==> config.mk <==
export PLATFORM = sky130hd
export DESIGN_NAME = rr_mux_arbiter8
export DESIGN_NICKNAME = d
export VERILOG_FILES = /design/src/rtl/rr_mux_arbiter8.sv
export SDC_FILE = /design/constraint.sdc
export NUM_CORES = 1
export LEC_CHECK = 0
export BUFFER_PORTS_ARGS = -buffer_cell sky130_fd_sc_hd__buf_2
export CAP_MARGIN = 5
export CORE_ASPECT_RATIO = 0.9
export CORE_UTILIZATION = 50
export DETAILED_ROUTE_END_ITERATION = 7
export HOLD_SLACK_MARGIN = 0.02
export PLACE_DENSITY = 0.77
export SETUP_SLACK_MARGIN = 0.1
export SYNTH_ARGS = -nofsm -noshare
export SYNTH_HDL_FRONTEND = slang
export SYNTH_SLANG_ARGS = --single-unit
==> constraint.sdc <==
create_clock -name clk -period 7.74 [get_ports clk]
set_input_delay 0 -clock clk [delete_from_list [all_inputs] [get_ports clk]]
set_output_delay 0 -clock clk [all_outputs]
set_load 0.1 [all_outputs]
==> src/rtl/rr_mux_arbiter8.sv <==
// Round-robin arbiter sharing one 8:1 bit mux among eight requesters.
// Grants one owner for up to MAX_HOLD cycles, then rotates.
// Drives the registered select and grant, and the muxed data bit.
module rr_mux_arbiter8 #(
   parameter int unsigned NREQ     = 8,
   parameter int unsigned SEL_W    = $clog2(NREQ),
   parameter int unsigned MAX_HOLD = 4
) (
   input  logic             clk,
   input  logic             reset,
   input  logic [NREQ-1:0]  req,
   input  logic [NREQ-1:0]  data,
   output logic [NREQ-1:0]  gnt,
   output logic [SEL_W-1:0] sel,
   output logic             busy,
   output logic             y
);

   localparam int unsigned HC_W = (MAX_HOLD == 0) ? 1 : $clog2(MAX_HOLD + 1);

   typedef enum logic {
      IDLE,
      HOLD
   } state_t;

   state_t           state;
   logic [SEL_W-1:0] ptr;
   logic [HC_W-1:0]  hold_cnt;

   logic [NREQ-1:0]  cand;
   logic             found;
   logic [SEL_W-1:0] win;
   logic [SEL_W-1:0] idx;
   logic [SEL_W-1:0] ptr_nxt;
   logic             at_max;
   logic             take;
   logic             release_gnt;
   logic             renew;
   logic             bump;

   // Rotating search from ptr; the current owner is masked out so a rotation never reselects it.
   always_comb begin
      cand  = req & ~gnt;
      found = 1'b0;
      win   = '0;
      idx   = '0;
      for (int unsigned k = 0; k < NREQ; k++) begin
         idx = SEL_W'((32'(ptr) + 32'(k)) % NREQ);
         if (!found && cand[idx]) begin
            found = 1'b1;
            win   = idx;
         end
      end
      ptr_nxt = SEL_W'((32'(win) + 32'd1) % NREQ);
   end

   // Per-edge decision: new grant, release to idle, renew of a lone owner, or keep counting.
   always_comb begin
      take        = 1'b0;
      release_gnt = 1'b0;
      renew       = 1'b0;
      bump        = 1'b0;
      at_max      = (MAX_HOLD != 0) && (hold_cnt == HC_W'(MAX_HOLD));
      unique case (state)
         IDLE: take = found;
         HOLD: begin
            if (!req[sel]) begin
               take        = found;
               release_gnt = !found;
            end else if (at_max) begin
               take  = found;
               renew = !found;
            end else begin
               bump = 1'b1;
            end
         end
         default: take = 1'b0;
      endcase
   end

   // Arbiter state and registered grant/select.
   always_ff @(posedge clk) begin
      if (reset) begin
         state    <= IDLE;
         gnt      <= '0;
         sel      <= '0;
         busy     <= 1'b0;
         ptr      <= '0;
         hold_cnt <= '0;
      end else if (take) begin
         state    <= HOLD;
         gnt      <= NREQ'(1) << win;
         sel      <= win;
         busy     <= 1'b1;
         ptr      <= ptr_nxt;
         hold_cnt <= HC_W'(1);
      end else if (release_gnt) begin
         state <= IDLE;
         gnt   <= '0;
         busy  <= 1'b0;
      end else if (renew) begin
         hold_cnt <= HC_W'(1);
      end else if (bump && (hold_cnt != '1)) begin
         hold_cnt <= hold_cnt + HC_W'(1);
      end
   end

   // Shared 8:1 data mux, gated to zero while no grant is active.
   always_comb begin
      y = busy ? data[sel] : 1'b0;
   end

endmodule

# Word level (Yosys, flattened, before mapping)
# Cells that the tools add are included.
[classes]
n_addsub = 9
magnitude_cmp = 9
eq_ne = 3
shift = 1
muxes = 56
bitwise = 4
n_reduce_logical = 22
[ops]
columns = ["operator", "count"]
rows = [
  ["$lt A3 B4 Y1 const B", 9],
  ["$mux W1", 33],
  ["$bmux W1 S3", 10],
  ["$mux W3", 10],
  ["$mux W8", 2],
  ["$add A3 B3 Y3 const B", 4],
  ["$add A3 B1 Y3 const B", 3],
  ["$and A8 B8 Y8", 1],
  ["$logic_and A1 B1 Y1", 8],
  ["$logic_not A1 Y1", 8],
  ["$not A8 Y8", 1],
  ["$shl A1 B3 Y8 const A", 1],
  ["$add A3 B2 Y3 const B", 2],
  ["$reduce_and A2 Y1", 2],
  ["$reduce_bool A2 Y1", 2],
  ["$eq A3 B3 Y1 const B", 1],
  ["$ne A3 B3 Y1 const B", 1],
  ["$reduce_bool A3 Y1", 1],
  ["$ne A2 B2 Y1 const B", 1],
  ["$not A1 Y1", 2],
  ["$pmux W1 S2", 1],
  ["$reduce_or A2 Y1", 1],
]
[word_totals]
ff_bits = 18
output_inout_bits = 13
elab_cells = 110

# Longest topological paths before layout
# Gate-level depths: netlist of the first run.
[logic_depth]
ltp_word = 33
mapped_depth = 15
depth_no_buf = 13

# Worst setup path after synthesis of the first run
# No wires, ideal clock.
[synth_timing]
kind = "flip-flop to flip-flop"
start = "reg ptr[1]"
end = "reg ptr[2]"
setup_time_ps = 132
t_arrival_ps = 3229
required_time_ps = 7608
slack_ps = 4379
path_stages_with_launch = 16
path_buffers = 2
synth_period_minus_slack_ps = 3361
path_cell_list = "dfxtp_1 > clkbuf_1 > inv_2 > ha_1 > xnor2_2 > mux4_2 > mux2i_1 > or3b_1 > buf_6 > a211oi_1 > a31oi_1 > inv_1 > ha_1 > ha_1 > mux2i_1 > nor2_1"
[synth_via]
elab_cells_between_ends = 57
cone_classes = "8 x add/sub; 35 x mux; 14 x reduce/logical"
[synth_lines]
columns = ["item", "line_no", "text"]
rows = [
  ["start: declaration", "27", "logic [SEL_W-1:0] ptr;"],
  ["start signal: assignment", "95", "ptr <= ptr_nxt;"],
  ["branches (longest 23 deep; another with $add A3 B1 Y3)", "-", ""],
  ["$mux W3 *", "49", "if (!found && cand[idx]) begin"],
  ["via win[1]", "32", "logic [SEL_W-1:0] win;"],
  ["$add A3 B1 Y3 *", "54", "ptr_nxt = SEL_W'((32'(win) + 32'd1) % NREQ);"],
  ["via ptr_nxt[2]", "34", "logic [SEL_W-1:0] ptr_nxt;"],
]
# Mark *: on every way through the listed nets, which the timed path passes. The select of a mux whose other input is x is not followed.
# A chain may end at the register's enable or synchronous reset.

# Worst setup path after layout of the first run
[layout_timing]
start = "reg ptr[0]"
end = "reg ptr[2]"
# The elaborated chain is that of the path after synthesis.

==> impl_metrics.toml, run 1 <==
[status]
outcome = "complete, no violations"

[logic_synthesis]
yosysTopAreaCell = "dfxtp_1"
postSynthAreaPerCell_um2 = 10.4
synth_warnings = 0
synth_area_mm2 = 0.00219
async_reset_ff_frac = 0
synth_top_area_share = 0.165
synth_edf_count = 0
ys_types = 59
synthFlopType = "dfxtp_1"
ys_seq_area_frac = 0.165
syn_nets = 240
synth_cells = 211
synth_area_leaders = "dfxtp_1 16%, mux4_2 14%, mux4_1 7.2%, mux2i_1 6.4%, ha_1 6.3%"
synth-seq-cells = 18

[cts]
clkLatencyLatePin_ns = 0.26
cts_buffer_depth = 2
cts_max_level = 1
cts_resized = 0
cts_made_buffers = 3
cts_tree = "done"
cts_setup_buffers = 0
root_buffer = "clkbuf_8"
postCtsHoldBufs = 0
cts_num_sinks = 18
path_clk_slew_ns = 0.07

[sta]
rsz0062_at_grt = "no"
report.final.slew_viol_count = 0
fin_crit_ns = 4.29
post-route-period-util = 0.554
finalSetupTns_ns = 0
clock-skew-final_ns = 0.00139
tightestPinTransition_ns = 1.00
setup_viol = 0
slew_headroom = 0.332
clock.fmax_ghz = 0.233
hold_violations = 0

[setup_path]
cp_max_fo = 18
max_stage_delay_ns = 0.98
worstPathArrival_ns = 4.43
cp_data_required_time_ns = 7.88
endpoint_kind = "flop"
crit_path_top_delay_cell = "dfxtp_1"
crit_buf_inv = 2
crit_chain = "inv_6 > ha_1 > xnor2_2 > mux4_2 > mux2i_1 > or3b_1 > a211oi_1 > a31oi_1 > inv_1 > ha_1 > ha_1 > mux2i_1 > nor2_1"
reg2reg_slack_ns = 3.45
start_kind = "flop"
worstSetupPathType = "flop to flop"
cp_top_family = "flip-flops"
crit_top_cell = "ha_1"

[layout]
multi_input_area_mm2 = 0.00170
n_fill_cell = 353
area_growth_syn_to_layout_pct = 8.06
drive_gt1_frac = 0.300
seq_area_um2 = 360
diodes = 0
fin_cells = 281
final_nets = 263

[floorplan]
initial_core_util = 0.530
die_h_um = 64.8
coreArea_mm2 = 0.00413
boundaryPins = 31
dieArea_mm2 = 0.00465
rows = 22
die_w_um = 71.7

[routing]
viasPerCell = 6.72
drtIter0Drc = 134
totalWireLength_um = 5420
routedWlPerCell_um = 19.3
drt_pass1_iterations = 4
via_count = 1889
ant_nets = 0
drc = 0

[global_route]
gr-usage-all-layers = 0.253
grt_pass1_vias = 1809
grt_antenna_before_repair = 0
grt_max_degree = 19
grt_pass1_wl_um = 9070
grt-ovfl-total = 0

[placement]
place_congestion = 0.880
place_inst = 277
portBuffers = 30
hpwlAfterDp_um = 4170

[pwr]
ir_drop_v = 0.000333
leakagePower_nw = 0.967
cellPowerDensity_mw_per_mm2 = 482
total_power_mw = 1.14

[hold_path]
hold_path_class = "input pin to flop"

[flow_run]
max_cap_viol_count = 0
## report_power, final
| group | internal (mW) | leakage (nW) | switching [mW] | total, mW |
|---|---|---|---|---|
| combinational | 0.344 | 0.791 | 0.546 | 0.891 |
| sequential | 0.116 | 0.148 | 0.0555 | 0.171 |
| clock | 0.0453 | 0.0288 | 0.0328 | 0.0781 |
## area by class of cell
type | count | share of cell area
timing repair buffer | 30 | 0.0635
multi-input combinational | 171 | 0.717
inverter | 10 | 0.0180
sequential | 18 | 0.152
tap | 48 | 0.0254
clock buffer | 4 | 0.0233
## sequential cells by signal, indices dropped and copies added (netlist names)
register  count
gnt           8
state         1
hold_cnt      3
ptr           3
sel           3
## routing by layer
layer  vias to the layer above  wire [um]  track usage
met5                         -          0            0
met4                         0         86       0.0735
met2                        88       2620        0.414
li1                        875          -            -
met3                        14        409       0.0373
met1                       912       2300        0.346
## worst paths after layout
| kind | cells after the start | startpoint | endpoint |
|---|---|---|---|
| setup reg to reg | 13 | ptr[0] | ptr[2] |
| setup / recovery | 13 | ptr[0] | ptr[2] |
| hold / removal | 2 | reset | gnt[3] |
| hold reg to reg | 1 | hold_cnt[0] | hold_cnt[0] |
## layout by cell type (no fill, tap or decap), drive strengths merged, types with 3 or more instances in the layout
master / instances
nor2: 12
ha: 11
a21oi: 6
mux2i: 17
mux4: 20
o21a: 3
nand2: 14
nand3: 3
nand2b: 11
o22ai: 3
a211oi: 6
inv: 10
buf: 30
o2bb2ai: 3
dfxtp: 18
nor2b: 12
clkbuf: 4
nand3b: 6
a32o: 3
and3: 3
o21ai: 4
o221ai: 3
## cells in the mapped netlist, types with 2 or more instances
cell type	instances
and3_1	3
o21ai_0	4
o21a_1	3
clkbuf_1	4
mux2_2	2
mux2i_2	2
a32o_1	3
nand3_1	2
a211oi_1	2
nor2b_1	12
ha_1	11
nand2b_1	11
o221ai_1	3
o2bb2ai_1	3
o22ai_1	3
a32oi_1	2
buf_2	2
a211oi_2	4
a21oi_1	6
mux4_2	14
dfxtp_1	18
mux4_1	6
nor2_1	12
nand2_1	14
nand3b_1	6
o211ai_1	2
mux2i_1	14
a21o_1	2
inv_1	8
buf_6	4
## worst register-to-register path: stages (launching register included)
cell	delay, ns
dfxtp_1	0.98
inv_6	0.14
ha_1	0.34
xnor2_2	0.27
mux4_2	0.36
mux2i_1	0.33
or3b_1	0.44
a211oi_1	0.10
a31oi_1	0.38
inv_1	0.14
ha_1	0.24
ha_1	0.27
mux2i_1	0.13
nor2_1	0.06
## stage by stage
step / utilization / hold WS [ns] / worst slack (ns) / area (um2)
floorplan: - / 0.338 / 4.38 / 2190
global placement: 0.559 / 0.393 / 3.66 / 2310
detailed placement: 0.559 / 0.400 / 3.52 / 2310
CTS: 0.573 / 0.129 / 3.48 / 2360
global route: 0.573 / 0.150 / 3.14 / 2360
finish: 0.573 / 0.125 / 3.45 / 2360
## cell families (layout without fill, tap and decap cells)
kind of cell | Yosys count | after routing | synth area share
compound gates | 50 | 50 | 0.201
xor+xnor | 4 | 4 | 0.0229
fa+ha+maj | 11 | 11 | 0.0629
buf+inv | 22 | 44 | 0.0600
flops | 18 | 18 | 0.165
mux | 39 | 39 | 0.313
simple gates | 67 | 67 | 0.176
Power figures use the tool's default switching activity.
==> run 2, diff against run 1 <==
PLACE_DENSITY = 0.8   (was 0.77)
clock period = 3.7 ns   (was 7.74 ns; I/O delays follow)
==> impl_metrics.toml, run 2 (same netlist as run 1, synthesis figures left out) <==
[sta]
hold_violations = 0
report.final.slew_viol_count = 0
clock.fmax_ghz = 0.296
hold_ws_ns = 0.122
rsz0062_at_grt = "no"
tightestPinTransition_ns = 0.579
setup_viol = 0
finalSetupTns_ns = 0
slew_headroom = 0.614
post-route-period-util = 0.914
clock-skew-final_ns = 0.00621
fin_crit_ns = 3.38

[layout]
final_nets = 270
multi_input_area_mm2 = 0.00170
largest_reg_flops = 8
diodes = 0
layout_common_cells = "30 x buf_2, 17 x dfxtp_1, 14 x mux4_2, 14 x nand2_1, 13 x mux2i_1"
seq_area_um2 = 362
layout_commonest_cell = "buf_2"
n_fill_cell = 349
regMostFlops = "gnt"
fin_cells = 288
area_growth_syn_to_layout_pct = 10.7
drive_gt1_frac = 0.329
final_core_util = 0.587
fin_area_mm2 = 0.00242

[cts]
path_clk_slew_ns = 0.08
cts_max_level = 1
cts_tree = "done"
cts_buffer_depth = 2
clkLatencyLatePin_ns = 0.26
cts_setup_buffers = 0
cts_made_buffers = 3
root_buffer = "clkbuf_8"
cts_num_sinks = 18
postCtsHoldBufs = 0

[global_route]
grt_antenna_before_repair = 0
grt_max_degree = 19
grt-ovfl-total = 0
grt_pass1_wl_um = 9310
gr-usage-all-layers = 0.256
grt_pass1_vias = 1836

[placement]
place_congestion = 1.02
portBuffers = 30
place_inst = 284
dpl_cell_area_mm2 = 0.00236
hpwlAfterDp_um = 4360

[setup_path]
crit_chain = "buf_4 > ha_1 > xnor2_1 > mux4_1 > mux2_2 > nand3_2 > nand2_1 > a31oi_1 > inv_1 > ha_1 > ha_1 > mux2i_1 > nor2_1"
cp_data_required_time_ns = 3.84
crit_top_cell = "ha_1"
max_stage_delay_ns = 0.40
worstSetupPathType = "flop to flop"
cp_top_family = "multiplexers"
worstPathArrival_ns = 3.52
endpoint_kind = "flop"
crit_path_top_delay_cell = "mux4_1"
cp_max_fo = 10
crit_buf_inv = 2
start_kind = "flop"

[pwr]
leakagePower_nw = 1.00
cellPowerDensity_mw_per_mm2 = 1020
ir_drop_v = 0.000577

[floorplan]
die_h_um = 64.8
initial_core_util = 0.530
die_w_um = 71.7
boundaryPins = 31
rows = 22
coreArea_mm2 = 0.00413
dieArea_mm2 = 0.00465

[routing]
drc = 0
via_count = 1925
routedWlPerCell_um = 19.1
viasPerCell = 6.68
ant_nets = 0
totalWireLength_um = 5510
drt_pass1_iterations = 4
drtIter0Drc = 117

[flow_run]
max_cap_viol_count = 0

[hold_path]
hold_path_class = "input pin to flop"

[status]
outcome = "complete, no violations"
run 2: cell count changes in the layout (fill, tap and decap cells not counted), sizes merged:
cell	previous run	this run
buf	30	37
run 2: cell type report:
cell class | count | share of cell area
Inverter | 10 | 0.0176
Tap cell | 48 | 0.0248
Clock buffer | 4 | 0.0227
Sequential cell | 18 | 0.149
Multi-Input combinational cell | 171 | 0.702
Timing Repair Buffer | 37 | 0.0837
run 2: stage by stage:
step | worst slack [ns] | power (mW)
after global placement | 0.249 | 2.22
after detailed placement | 0.147 | 2.26
after floorplan | 0.339 | 1.88
after CTS | 0.119 | 2.43
after global routing | 0.163 | 2.62
final | 0.317 | 2.47
run 2: what timing repair did:
item,in CTS,in global routing
resized for setup,0,2
hold endpoints to repair,0,0
endpoints found under the setup margin,0,9
run 2: path summary, 6_finish.rpt:
kind	cells after the start	slack, ns	end	start
worst min-delay path	2	0.12	gnt[3]	reset
worst max register to register	13	0.32	ptr[2]	ptr[1]
worst min register to register	1	0.50	hold_cnt[0]	hold_cnt[0]
worst max-delay path	13	0.32	ptr[2]	ptr[1]
run 2: routing by layer:
| metal | wire length [um] | GRT usage | up-vias |
|---|---|---|---|
| met1 | 2530 | 0.362 | 960 |
| met5 | 0 | 0 | - |
| met3 | 368 | 0.0482 | 6 |
| li1 | - | - | 880 |
| met2 | 2530 | 0.404 | 79 |
| met4 | 74 | 0.0637 | 0 |
run 2: power breakdown:
part | switching (mW) | total [mW] | internal, mW
clock network | 0.0712 | 0.166 | 0.0946
registers | 0.0777 | 0.321 | 0.243
logic | 1.19 | 1.98 | 0.798
==> run 3, diff against run 2 <==
CORE_UTILIZATION = 53   (was 50)
PLACE_DENSITY = 0.84   (was 0.8)
SKIP_CTS_REPAIR_TIMING = 1   (was default)
==> impl_metrics.toml, run 3 (same netlist as run 1, synthesis figures left out) <==
[cts]
path_clk_slew_ns = 0.07
clkLatencyLatePin_ns = 0.25
cts_made_buffers = 3
cts_tree = "done"
cts_buffer_depth = 2
root_buffer = "clkbuf_8"
cts_max_level = 1
cts_num_sinks = 18

[layout]
diodes = 0
regMostFlops = "gnt"
area_growth_syn_to_layout_pct = 10.8
final_core_util = 0.632
largest_reg_flops = 8
drive_gt1_frac = 0.332
layout_commonest_cell = "buf_2"
fin_cells = 287
layout_common_cells = "30 x buf_2, 16 x dfxtp_1, 14 x mux4_2, 14 x mux2i_1, 14 x nand2_1"
final_nets = 271

[setup_path]
regToRegStartpoint = "ptr[1]"
crit_path_top_delay_cell = "dfxtp_2"
endpoint_kind = "flop"
crit_buf_inv = 2
worstSetupPathType = "flop to flop"
max_stage_delay_ns = 0.45
cp_max_fo = 11
crit_top_cell = "ha_1"
worstPathArrival_ns = 3.41
startpoint = "ptr[1]"
cp_top_family = "multiplexers"
cp_data_required_time_ns = 3.83
crit_chain = "inv_2 > ha_1 > xnor2_2 > mux4_2 > mux2i_1 > o221ai_1 > a31oi_1 > inv_1 > ha_1 > ha_1 > mux2i_1 > nor2_1"
start_kind = "flop"

[floorplan]
die_w_um = 69.7
die_h_um = 63.0
coreArea_mm2 = 0.00384
dieArea_mm2 = 0.00439
rows = 21
boundaryPins = 31
initial_core_util = 0.570

[global_route]
gr-usage-all-layers = 0.266
grt-ovfl-total = 0
grt_antenna_before_repair = 0
grt_max_degree = 19
grt_pass1_wl_um = 9290
grt_pass1_vias = 1800

[routing]
drc = 0
via_count = 1977
drt_pass1_iterations = 5
drtIter0Drc = 197
ant_nets = 0
totalWireLength_um = 5620
routedWlPerCell_um = 19.6
viasPerCell = 6.89

[sta]
clock.fmax_ghz = 0.305
setup_viol = 0
slew_headroom = 0.661
clock-skew-final_ns = 0.00121
finalSetupTns_ns = 0
hold_violations = 0
report.final.slew_viol_count = 0
fin_crit_ns = 3.28
tightestPinTransition_ns = 0.494
rsz0062_at_grt = "no"
post-route-period-util = 0.886

[pwr]
cellPowerDensity_mw_per_mm2 = 1030
ir_drop_v = 0.000904
leakagePower_nw = 1.01

[placement]
portBuffers = 30
place_congestion = 0.935
hpwlAfterDp_um = 4230
place_inst = 283

[flow_run]
max_cap_viol_count = 0

[hold_path]
hold_path_class = "input pin to flop"
worst_hold_startpoint = "reset"

[status]
outcome = "complete, no violations"
## run 3: cell count changes in the layout (fill, tap and decap cells not counted)
cell	previous run	this run
buf_4	7	8
mux2i_2	3	2
dfxtp_2	1	2
mux2i_1	13	14
dfxtp_1	17	16
## run 3: final timing paths
path                                    end  slack (ns)  cells past startpoint
worst max register to register       ptr[2]        0.42                     12
worst max-delay path                 ptr[2]        0.42                     12
worst min register to register  hold_cnt[0]        0.51                      1
worst min-delay path                 gnt[7]        0.14                      2
## run 3: area by class of cell
cell class	count	area (um2)
Multi-Input combinational cell	171	1700
Fill cell	292	1410
Sequential cell	18	363
Timing Repair Buffer	38	210
Tap cell	46	57.6
Clock buffer	4	55.1
Inverter	10	42.5
## run 3: through the flow
step	worst slack [ns]	hold WS (ns)	total power [mW]	cell area, um2
finish	0.422	0.140	2.49	2420
global route	0.164	0.160	2.65	2420
CTS	0.319	0.130	2.46	2420
detailed placement	0.362	0.381	2.25	2370
global placement	0.408	0.369	2.25	2370
floorplan	0.339	0.338	1.88	2190
## run 3: report_power, final
| group | switching (mW) | total (mW) | internal, mW |
|---|---|---|---|
| clock network | 0.0632 | 0.158 | 0.0945 |
| registers | 0.0864 | 0.331 | 0.245 |
| logic | 1.20 | 2.01 | 0.810 |
## run 3: metal layers
layer | vias up | routed length (um) | global-route usage
met5 | - | 0 | 0
li1 | 888 | - | -
met3 | 11 | 477 | 0.0371
met4 | 0 | 60 | 0.0450
met1 | 952 | 2380 | 0.380
met2 | 126 | 2700 | 0.437
